### src/rtl/alarme_relogio_if.sv
// Signal bundle between the Relogio time source / button block
// and the alarm controller.
interface alarme_relogio_if;
  logic       tick_1hz;
  logic [3:0] hora_dez;
  logic [3:0] hora_unid;
  logic [3:0] min_dez;
  logic [3:0] min_unid;
  logic [3:0] seg_dez;
  logic [3:0] seg_unid;
  logic       en_alarme;
  logic       btn_modo;
  logic       btn_inc_hora;
  logic       btn_inc_min;
  logic       btn_parar;
  logic       btn_soneca;
  logic [3:0] al_hora_dez;
  logic [3:0] al_hora_unid;
  logic [3:0] al_min_dez;
  logic [3:0] al_min_unid;
  logic       buzzer;
  logic       tocando;
  logic       ajustando;

  modport master (
    output tick_1hz, hora_dez, hora_unid,
    output min_dez, min_unid, seg_dez, seg_unid,
    output en_alarme, btn_modo, btn_inc_hora,
    output btn_inc_min, btn_parar, btn_soneca,
    input  al_hora_dez, al_hora_unid,
    input  al_min_dez, al_min_unid,
    input  buzzer, tocando, ajustando
  );

  modport slave (
    input  tick_1hz, hora_dez, hora_unid,
    input  min_dez, min_unid, seg_dez, seg_unid,
    input  en_alarme, btn_modo, btn_inc_hora,
    input  btn_inc_min, btn_parar, btn_soneca,
    output al_hora_dez, al_hora_unid,
    output al_min_dez, al_min_unid,
    output buzzer, tocando, ajustando
  );
endinterface

### src/rtl/alarme_relogio.sv
// Alarm controller fed by the Relogio BCD counters:
// alarm setting, ringing with timeout, snooze and disarm.
module alarme_relogio #(
  parameter int RING_SECONDS = 60,
  parameter int SNOOZE_MIN   = 5
) (
  input logic          clock,
  input logic          reset,
  alarme_relogio_if.slave io
);

  typedef enum logic [1:0] {
    OCIOSO,
    AJUSTE,
    TOCANDO,
    SONECA
  } state_t;

  localparam logic [7:0] RING_LIM = 8'(RING_SECONDS);
  localparam logic [7:0] SNZ      = 8'(SNOOZE_MIN);

  state_t      state, state_nx;
  logic        tick_d;
  logic [15:0] al, al_nx;
  logic [15:0] snz, snz_nx;
  logic [7:0]  cnt, cnt_nx;
  logic [7:0]  cnt_inc;
  logic        buzzer, buzzer_nx;
  logic        tocando, ajustando;
  logic [15:0] now;
  logic        sec_zero;
  logic        hit_al, hit_snz;

  function automatic logic [7:0] inc_h(input logic [7:0] h);
    logic [7:0] r;
    if (h == 8'h23)
      r = 8'h00;
    else if (h[3:0] == 4'd9)
      r = {h[7:4] + 4'd1, 4'd0};
    else
      r = {h[7:4], h[3:0] + 4'd1};
    return r;
  endfunction

  function automatic logic [7:0] inc_m(input logic [7:0] m);
    logic [7:0] r;
    if (m[3:0] == 4'd9)
      r = {(m[7:4] == 4'd5) ? 4'd0 : m[7:4] + 4'd1, 4'd0};
    else
      r = {m[7:4], m[3:0] + 4'd1};
    return r;
  endfunction

  // Binary detour keeps the carry/wrap logic simple.
  function automatic logic [15:0] add_snz(input logic [15:0] t);
    logic [7:0] m, h;
    m = 8'(t[7:4]) * 8'd10 + 8'(t[3:0]) + SNZ;
    h = 8'(t[15:12]) * 8'd10 + 8'(t[11:8]);
    if (m >= 8'd60) begin
      m = m - 8'd60;
      h = h + 8'd1;
    end
    if (h >= 8'd24)
      h = h - 8'd24;
    return {4'(h / 8'd10), 4'(h % 8'd10),
            4'(m / 8'd10), 4'(m % 8'd10)};
  endfunction

  assign now = {io.hora_dez, io.hora_unid,
                io.min_dez, io.min_unid};
  assign sec_zero = (io.seg_dez == 4'd0) &&
                    (io.seg_unid == 4'd0);
  assign hit_al  = tick_d && io.en_alarme &&
                   sec_zero && (now == al);
  assign hit_snz = tick_d && io.en_alarme &&
                   sec_zero && (now == snz);
  assign cnt_inc = cnt + 8'd1;

  always_comb begin
    state_nx  = state;
    al_nx     = al;
    snz_nx    = snz;
    cnt_nx    = cnt;
    buzzer_nx = 1'b0;
    unique case (state)
      OCIOSO: begin
        if (io.btn_modo) begin
          state_nx = AJUSTE;
        end else if (hit_al) begin
          state_nx  = TOCANDO;
          cnt_nx    = 8'd0;
          buzzer_nx = 1'b1;
        end
      end
      AJUSTE: begin
        if (io.btn_inc_hora)
          al_nx[15:8] = inc_h(al[15:8]);
        if (io.btn_inc_min)
          al_nx[7:0] = inc_m(al[7:0]);
        if (io.btn_modo)
          state_nx = OCIOSO;
      end
      TOCANDO: begin
        buzzer_nx = buzzer;
        if (!io.en_alarme || io.btn_parar) begin
          state_nx  = OCIOSO;
          buzzer_nx = 1'b0;
        end else if (io.btn_soneca) begin
          state_nx  = SONECA;
          snz_nx    = add_snz(now);
          buzzer_nx = 1'b0;
        end else if (tick_d) begin
          cnt_nx = cnt_inc;
          if (cnt_inc == RING_LIM) begin
            state_nx  = OCIOSO;
            buzzer_nx = 1'b0;
          end else begin
            buzzer_nx = ~buzzer;
          end
        end
      end
      SONECA: begin
        if (!io.en_alarme || io.btn_parar) begin
          state_nx = OCIOSO;
        end else if (hit_snz) begin
          state_nx  = TOCANDO;
          cnt_nx    = 8'd0;
          buzzer_nx = 1'b1;
        end
      end
      default: state_nx = OCIOSO;
    endcase
  end

  always_ff @(posedge clock or posedge reset) begin
    if (reset) begin
      state     <= OCIOSO;
      tick_d    <= 1'b0;
      al        <= 16'h0600;
      snz       <= 16'h0000;
      cnt       <= 8'd0;
      buzzer    <= 1'b0;
      tocando   <= 1'b0;
      ajustando <= 1'b0;
    end else begin
      state     <= state_nx;
      tick_d    <= io.tick_1hz;
      al        <= al_nx;
      snz       <= snz_nx;
      cnt       <= cnt_nx;
      buzzer    <= buzzer_nx;
      tocando   <= (state_nx == TOCANDO);
      ajustando <= (state_nx == AJUSTE);
    end
  end

  assign io.al_hora_dez  = al[15:12];
  assign io.al_hora_unid = al[11:8];
  assign io.al_min_dez   = al[7:4];
  assign io.al_min_unid  = al[3:0];
  assign io.buzzer       = buzzer;
  assign io.tocando      = tocando;
  assign io.ajustando    = ajustando;

endmodule

### src/flat_wrapper.sv
// flat-port wrapper written by rule: the top's interface ports become plain ports
module alarme_relogio_flat 
#(
  parameter int RING_SECONDS = 60,
  parameter int SNOOZE_MIN   = 5
)
  (clock, reset, io_tick_1hz, io_hora_dez, io_hora_unid, io_min_dez, io_min_unid, io_seg_dez, io_seg_unid, io_en_alarme, io_btn_modo, io_btn_inc_hora, io_btn_inc_min, io_btn_parar, io_btn_soneca, io_al_hora_dez, io_al_hora_unid, io_al_min_dez, io_al_min_unid, io_buzzer, io_tocando, io_ajustando);
  alarme_relogio_if io_i ();
  input logic clock;
  input logic reset;
  input wire logic [$bits(io_i.tick_1hz)-1:0] io_tick_1hz;
  input wire logic [$bits(io_i.hora_dez)-1:0] io_hora_dez;
  input wire logic [$bits(io_i.hora_unid)-1:0] io_hora_unid;
  input wire logic [$bits(io_i.min_dez)-1:0] io_min_dez;
  input wire logic [$bits(io_i.min_unid)-1:0] io_min_unid;
  input wire logic [$bits(io_i.seg_dez)-1:0] io_seg_dez;
  input wire logic [$bits(io_i.seg_unid)-1:0] io_seg_unid;
  input wire logic [$bits(io_i.en_alarme)-1:0] io_en_alarme;
  input wire logic [$bits(io_i.btn_modo)-1:0] io_btn_modo;
  input wire logic [$bits(io_i.btn_inc_hora)-1:0] io_btn_inc_hora;
  input wire logic [$bits(io_i.btn_inc_min)-1:0] io_btn_inc_min;
  input wire logic [$bits(io_i.btn_parar)-1:0] io_btn_parar;
  input wire logic [$bits(io_i.btn_soneca)-1:0] io_btn_soneca;
  output wire logic [$bits(io_i.al_hora_dez)-1:0] io_al_hora_dez;
  output wire logic [$bits(io_i.al_hora_unid)-1:0] io_al_hora_unid;
  output wire logic [$bits(io_i.al_min_dez)-1:0] io_al_min_dez;
  output wire logic [$bits(io_i.al_min_unid)-1:0] io_al_min_unid;
  output wire logic [$bits(io_i.buzzer)-1:0] io_buzzer;
  output wire logic [$bits(io_i.tocando)-1:0] io_tocando;
  output wire logic [$bits(io_i.ajustando)-1:0] io_ajustando;
  assign io_i.tick_1hz = io_tick_1hz;
  assign io_i.hora_dez = io_hora_dez;
  assign io_i.hora_unid = io_hora_unid;
  assign io_i.min_dez = io_min_dez;
  assign io_i.min_unid = io_min_unid;
  assign io_i.seg_dez = io_seg_dez;
  assign io_i.seg_unid = io_seg_unid;
  assign io_i.en_alarme = io_en_alarme;
  assign io_i.btn_modo = io_btn_modo;
  assign io_i.btn_inc_hora = io_btn_inc_hora;
  assign io_i.btn_inc_min = io_btn_inc_min;
  assign io_i.btn_parar = io_btn_parar;
  assign io_i.btn_soneca = io_btn_soneca;
  assign io_al_hora_dez = io_i.al_hora_dez;
  assign io_al_hora_unid = io_i.al_hora_unid;
  assign io_al_min_dez = io_i.al_min_dez;
  assign io_al_min_unid = io_i.al_min_unid;
  assign io_buzzer = io_i.buzzer;
  assign io_tocando = io_i.tocando;
  assign io_ajustando = io_i.ajustando;
  alarme_relogio #(.RING_SECONDS(RING_SECONDS), .SNOOZE_MIN(SNOOZE_MIN)) u_core (.clock(clock), .reset(reset), .io(io_i));
endmodule
### config.mk
export PLATFORM = sky130hd
export DESIGN_NAME = alarme_relogio_flat
export DESIGN_NICKNAME = d
export VERILOG_FILES = /design/src/rtl/alarme_relogio_if.sv /design/src/rtl/alarme_relogio.sv /design/src/flat_wrapper.sv
export SDC_FILE = /design/constraint.sdc
export NUM_CORES = 1
export LEC_CHECK = 0
export CORE_ASPECT_RATIO = 2
export CORE_MARGIN = 5
export CORE_UTILIZATION = 50
export CTS_CLUSTER_DIAMETER = 30
export CTS_CLUSTER_SIZE = 12
export DETAILED_ROUTE_END_ITERATION = 6
export GPL_TIMING_DRIVEN = 0
export HOLD_SLACK_MARGIN = 0.12
export PLACE_DENSITY = 0.75
export SLEW_MARGIN = 25
export SYNTH_ARGS = -nofsm -noshare
export SYNTH_HDL_FRONTEND = slang
export SYNTH_SLANG_ARGS = --single-unit
### constraint.sdc
create_clock -name clock -period 1.83 [get_ports clock]
set_input_delay 0.366 -clock clock [delete_from_list [all_inputs] [get_ports clock]]
set_output_delay 0.366 -clock clock [all_outputs]
set_load 0.03 [all_outputs]
# Word level (Yosys, flattened, before mapping)
# Cells that the tools add are included.
# word_totals
wordCells	113
latchBits	0
rom_bits	0
n_memories	0
inputBits	33
ff_bits	46
ram_bits	0
# op_classes
div_mod_pow	4
n_eq_ne	20
n_mul	2
n_addsub	11
muxes	43
reduce_logical	18
shifts	0
n_lt_le_gt_ge	2
bitwise	2
# op_table
operator	count
$mux 8	21
$eq 16x16->1	2
$pmux 8 s3	1
$mux 2	9
$add 4x1->4 const B	4
$add 8x1->8 const B	2
$add 8x4->8	2
$div 8x4->8 const B	2
$eq 8x6->1 const B	2
$mod 8x4->8 const B	2
$mul 4x3->7 const B	2
$reduce_and 3->1	3
$add 8x3->8 const B	1
$eq 4x4->1 const B	2
$ge 8x5->1 const B	1
$ge 8x6->1 const B	1
$logic_not 4->1	2
$mux 1	8
$mux 4	2
$ne 2x2->1 const B	4
$pmux 2 s4	1
$reduce_and 8->1	1
$sub 8x5->8 const B	1
$sub 8x6->8 const B	1
14 further kinds	25

# Longest topological paths before layout
# logic_depth
depth_word	14
ltp_mapped	26

# Worst setup path after synthesis
# No wires, ideal clock.
# synth_path
path_kind	input to register
startpoint	in io_min_dez[1]
endpoint	reg u_core.snz[9]
path_stages	25
t_required_ns	1.748
t_arrival_ns	5.583
slack_ns	-3.835
path_buffers	2
setup_time_ns	0.082
cell_sequence	ha_1 > ha_1 > inv_1 > fa_1 > and3b_1 > o2bb2ai_1 > xor2_1 > and3_4 > buf_2 > a2111oi_0 > or2_2 > ha_1 > clkbuf_1 > nor2_1 > a22o_1 > o22ai_1 > nand2_1 > a221oi_1 > o21ai_0 > and3_1 > a311oi_2 > or3_1 > o2111a_1 > nand2_1 > a31oi_1
# synth_via
elab_chain_len	14
elab_cells_between_ends	15
cone_classes	add/sub: 3; mul: 1; div: 1; order compare: 2; mux: 8
# synth_rtl
element	line_no	rtl
start, declared	flat_wrapper.sv:14	input wire logic [$bits(io_i.min_dez)-1:0] io_min_dez;
$mul 4x3->7 *	alarme_relogio.sv:57	m = 8'(t[7:4]) * 8'd10 + 8'(t[3:0]) + SNZ;
$add 8x4->8 *	alarme_relogio.sv:57	
$add 8x3->8 *	alarme_relogio.sv:57	
$ge 8x6->1 *	alarme_relogio.sv:59	if (m >= 8'd60) begin
$mux 8 *	alarme_relogio.sv:59	
$mux 8 *	alarme_relogio.sv:108	end else if (io.btn_soneca) begin
$mux 8 *	alarme_relogio.sv:105	if (!io.en_alarme || io.btn_parar) begin
$mux 8 *	alarme_relogio.sv:85	unique case (state)
$sub 8x5->8 or $ge 8x5->1 (tied branches)	alarme_relogio.sv:64, alarme_relogio.sv:63	
$mux 8 *	alarme_relogio.sv:63	if (h >= 8'd24)
$mux 8 *	alarme_relogio.sv:108	
$mux 8 *	alarme_relogio.sv:105	
$mux 8 *	alarme_relogio.sv:85	
$mod 8x4->8 *	alarme_relogio.sv:65	return {4'(h / 8'd10), 4'(h % 8'd10),
end signal, assigned	alarme_relogio.sv:149	snz <= snz_nx;
end, declared	alarme_relogio.sv:25	logic [15:0] snz, snz_nx;
# Mark *: on every way between the ends. The rest lies on a longest branch, timed or not. The select of a mux whose other input is x is not followed.
# A chain may end at the register's enable or synchronous reset.

# Worst setup path in the final report
# layout_path
startpoint	in io_min_unid[2]
endpoint	reg u_core.snz[9]
# layout_via
elab_chain_len	13
elab_cells_between_ends	14
cone_classes	add/sub: 3; div: 1; order compare: 2; mux: 8
# layout_rtl
element	line_no	rtl
start, declared	flat_wrapper.sv:15	input wire logic [$bits(io_i.min_unid)-1:0] io_min_unid;
$add 8x4->8 *	alarme_relogio.sv:57	
$add 8x3->8 *	alarme_relogio.sv:57	
$ge 8x6->1 *	alarme_relogio.sv:59	
$mux 8 *	alarme_relogio.sv:59	
$mux 8 *	alarme_relogio.sv:108	
$mux 8 *	alarme_relogio.sv:105	
$mux 8 *	alarme_relogio.sv:85	
$sub 8x5->8 or $ge 8x5->1 (tied branches)	alarme_relogio.sv:64, alarme_relogio.sv:63	
$mux 8 *	alarme_relogio.sv:63	
$mux 8 *	alarme_relogio.sv:108	
$mux 8 *	alarme_relogio.sv:105	
$mux 8 *	alarme_relogio.sv:85	
$mod 8x4->8 *	alarme_relogio.sv:65	
# Marked as above.

==> results by group <==
Run status
  • Run status: complete, but fails checks
  • Violated checks: setup timing

Synth
  • Post-synth ARST share: 100%
  • Predominant post-synthesis flop cell: dfrtp_1
  • Flop and latch count out of synthesis: 46
  • Post-Syn Area: 4820 µm²
  • Cell taking the most area after synthesis: dfrtp_1
  • Most frequent cells after synthesis: nand2_1, xnor2_1, dfrtp_1, nor2_1, o21ai_0
  • Yosys Warn Count: 0
  • Post-synth cell types: 82
  • Syn Area/Cell: 8.14 µm²
  • Mapped Nets: 658
  • Synth top area share: 22.8%
  • Synth area leaders: dfrtp_1, xnor2_1, ha_1
  • EDFF count, synth: 0
  • Most numerous cell in the Yosys netlist: nand2_1
  • Cells after synthesis: 592
  • Seq/Total Area, Yosys: 23.9%

Global routing
  • Initial antenna violation count: 0
  • Vias in the first global route: 5,471
  • Grt ovf: 0
  • Largest net degree at the start of global routing: 33
  • First-pass GRT wire length: 25,400 µm
  • Overall Global Routing Usage: 26.8%

Critical path
  • Worst setup SP type: input pin
  • Beginning of the worst register-to-register path: u_core.al[8]
  • Worst Reg-to-Reg Cells: 8
  • Crit path launch: io_min_unid[2]
  • CP Max Fanout: 5
  • Worst Path Required: 1.97 ns
  • Critical path class: in2reg
  • R2R setup slack: -0.27 ns
  • Worst endpoint data arrival time: 5.34 ns
  • Worst Setup EP: u_core.snz[9]
  • Crit Reg-Reg Endpoint: u_core.cnt[4]
  • Crit path capture type: register

Layout
  • Share of cells above drive strength 1: 37.4%
  • Design Area, Final: 7120 µm²
  • ANT cells: 0
  • Area Growth Syn to Fin: 47.8%
  • Fin nets: 773
  • Fin util: 75.9%

Die
  • Die height: 149 µm
  • Rows: 50
  • Core Box Area: 9380 µm²
  • Die outline area: 11,800 µm²
  • DIE WIDTH: 79.4 µm
  • I/O pin cnt: 52
  • Starting Density: 51.4%

Clocking
  • Root buf cell: clkbuf_16
  • Max H-tree Level: 2
  • Max Root-Sink Buffers: 2
  • Num CTS Buffers: 5
  • CTS Hold Bufs: 0
  • Skew-Pair Late Insertion Delay: 0.29 ns
  • Clock-pin transition on the worst setup and hold timing paths: 0.07 ns
  • TritonCTS clock tree: yes
  • Clk sinks: 46

Pwr
  • Power per Cell Area: 1510 nW/µm²
  • Final Power: 0.0108 W
  • IR drop worst, VDD: 1.37 mV
  • Pleak: 2.95 nW

Placement
  • Gp weighted congestion: 0.915
  • HPWL Detailed: 11,200 µm
  • Port bufs: 51
  • Worst slack, placed: -4.59 ns
  • Area after DPL: 5720 µm²

Hold path
  • Worst min-delay path class: in2async

STA
  • RSZ-0062 raised after global routing: yes
  • Setup Skew: 0.00579 ns
  • Slew Limit Fails: 0
  • Fmax: 192 MHz
  • Final period utilization: 284%
  • Setup Viol. Count Final: 24
  • Post-route minimum period: 5.20 ns
  • Slack of the critical path: -3.37 ns
  • Worst-margin pin slew: 0.729 ns
  • Slew headroom: 51.1%
  • Fin. Hold Viols: 0

Routing
  • Pre-Repair DR Iteration Count: 5
  • DR WL/cell: 20.5 µm
  • DRT iter0 DRCs: 229
  • Vias/cell: 6.44
  • Vias: 5,230
  • Residual DRC: 0
  • Antenna Nets Post-Route: 0
  • WL final: 16,600 µm

Flow run
  • Max-Cap Viols: 0
==> flip-flops by register name, summed over array words and instances, names as in the netlist <==
| name | count |
|---|---|
| u_core.al | 16 |
| u_core.cnt | 8 |
| u_core.io.ajustando | 1 |
| u_core.io.buzzer | 1 |
| u_core.io.tocando | 1 |
| u_core.snz | 16 |
| u_core.state | 2 |
| u_core.tick_d | 1 |
==> kinds of logic after synthesis <==
| family | count (synthesis) | share of synthesized area [%] |
|---|---|---|
| AND/OR/NAND/NOR | 214 | 22.7 |
| AO/OA/AOI/OAI | 169 | 24.1 |
| XOR/XNOR | 74 | 13.6 |
| flip-flops | 46 | 23.9 |
| buffers and inverters | 43 | 3.66 |
| adder cells (fa/ha/maj) | 34 | 9.40 |
| multiplexers | 12 | 2.67 |
==> worst min path at each step <==
| stage | startpoint | end | slack, ns | cells past startpoint |
|---|---|---|---|---|
| after floorplan | io_tick_1hz | u_core.tick_d | 0.40 | 0 |
| after global placement | u_core.cnt[7] | u_core.cnt[7] | 0.47 | 1 |
| after detailed placement | u_core.cnt[7] | u_core.cnt[7] | 0.47 | 1 |
| after CTS | reset | u_core.snz[13] | 0.36 | 2 |
| after global routing | reset | u_core.al[15] | 0.39 | 2 |
| final | reset | u_core.snz[13] | 0.36 | 2 |
==> layer usage <==
| layer | global-route usage, % | up-vias | part of all wire (%) |
|---|---|---|---|
| met5 | 0 | - | 0 |
| met4 | 20.1 | 0 | 7.3 |
| met3 | 3.45 | 84 | 4.2 |
| met2 | 51.0 | 208 | 55 |
| met1 | 24.7 | 2536 | 33 |
| li1 | - | 2402 | - |
==> layout by cell type (no fill, tap or decap), types with 8 or more instances in the layout <==
cell,Yosys,routed
xnor2_1,53,45
o21ai_2,0,16
ha_4,0,10
xor2_1,20,18
dlygate4sd2_1,0,16
nand2_2,2,8
dfrtp_1,44,39
buf_6,1,11
nand4_1,14,14
o21ai_1,3,13
nand2_1,58,49
a21oi_1,31,21
nand3_1,19,15
clkdlybuf4s50_1,0,16
a31oi_1,13,10
buf_4,0,56
ha_1,29,16
inv_1,21,16
nor2_1,44,32
and3_1,10,9
o21ai_0,41,15
==> layout make-up <==
type,count,area [µm²]
inverter,21,83.8
fill,633,2260
clock buffer,7,143
sequential,46,1160
timing repair buffer,112,992
tap,104,130
clock inverter,1,5.00
multi-input combinational,503,4460
buffer,18,148
==> stage by stage <==
step	cells	setup TNS [ns]	hold WS, ns
6_report	812	-42.10	0.362
5_1_grt	812	-44.74	0.390
4_1_cts	796	-41.65	0.358
3_5_place_dp	748	-69.77	0.474
3_3_place_gp	747	-89.96	0.470
2_1_floorplan	592	-40.60	0.397
==> where the power goes <==
part | switching [W] | leakage (nW) | internal [W] | total, W
clock | 0.000390 | 0.0739 | 0.000542 | 0.000932
sequential | 0.000304 | 0.597 | 0.00120 | 0.00150
combinational | 0.00448 | 2.27 | 0.00386 | 0.00834
total | 0.00518 | 2.95 | 0.00560 | 0.0108
==> critical path, cell delays in order <==
cell and delay [ns]:
clkdlybuf4s15_2 0.25, inv_1 0.10, ha_4 0.28, inv_1 0.05, ha_1 0.30, a21o_1 0.23, a21oi_4 0.27, mux2i_2 0.50
o21ai_0 0.17, o21ai_1 0.21, or2_4 0.17, ha_4 0.17, nor2_1 0.05, a22o_1 0.26, o22ai_2 0.17, nand2_2 0.12
a221o_1 0.39, o211ai_1 0.24, nand2_2 0.21, a311oi_1 0.30, o21bai_2 0.21, a31oi_1 0.12, nand2_1 0.09, a31oi_1 0.07
==> what timing repair did <==
action	4_1_cts	5_1_grt
buffers inserted	46	17
resized for setup	192	82
pin swaps	67	52
gates cloned	0	1
setup endpoints to repair	41	35
Power figures use the tool's default switching activity.
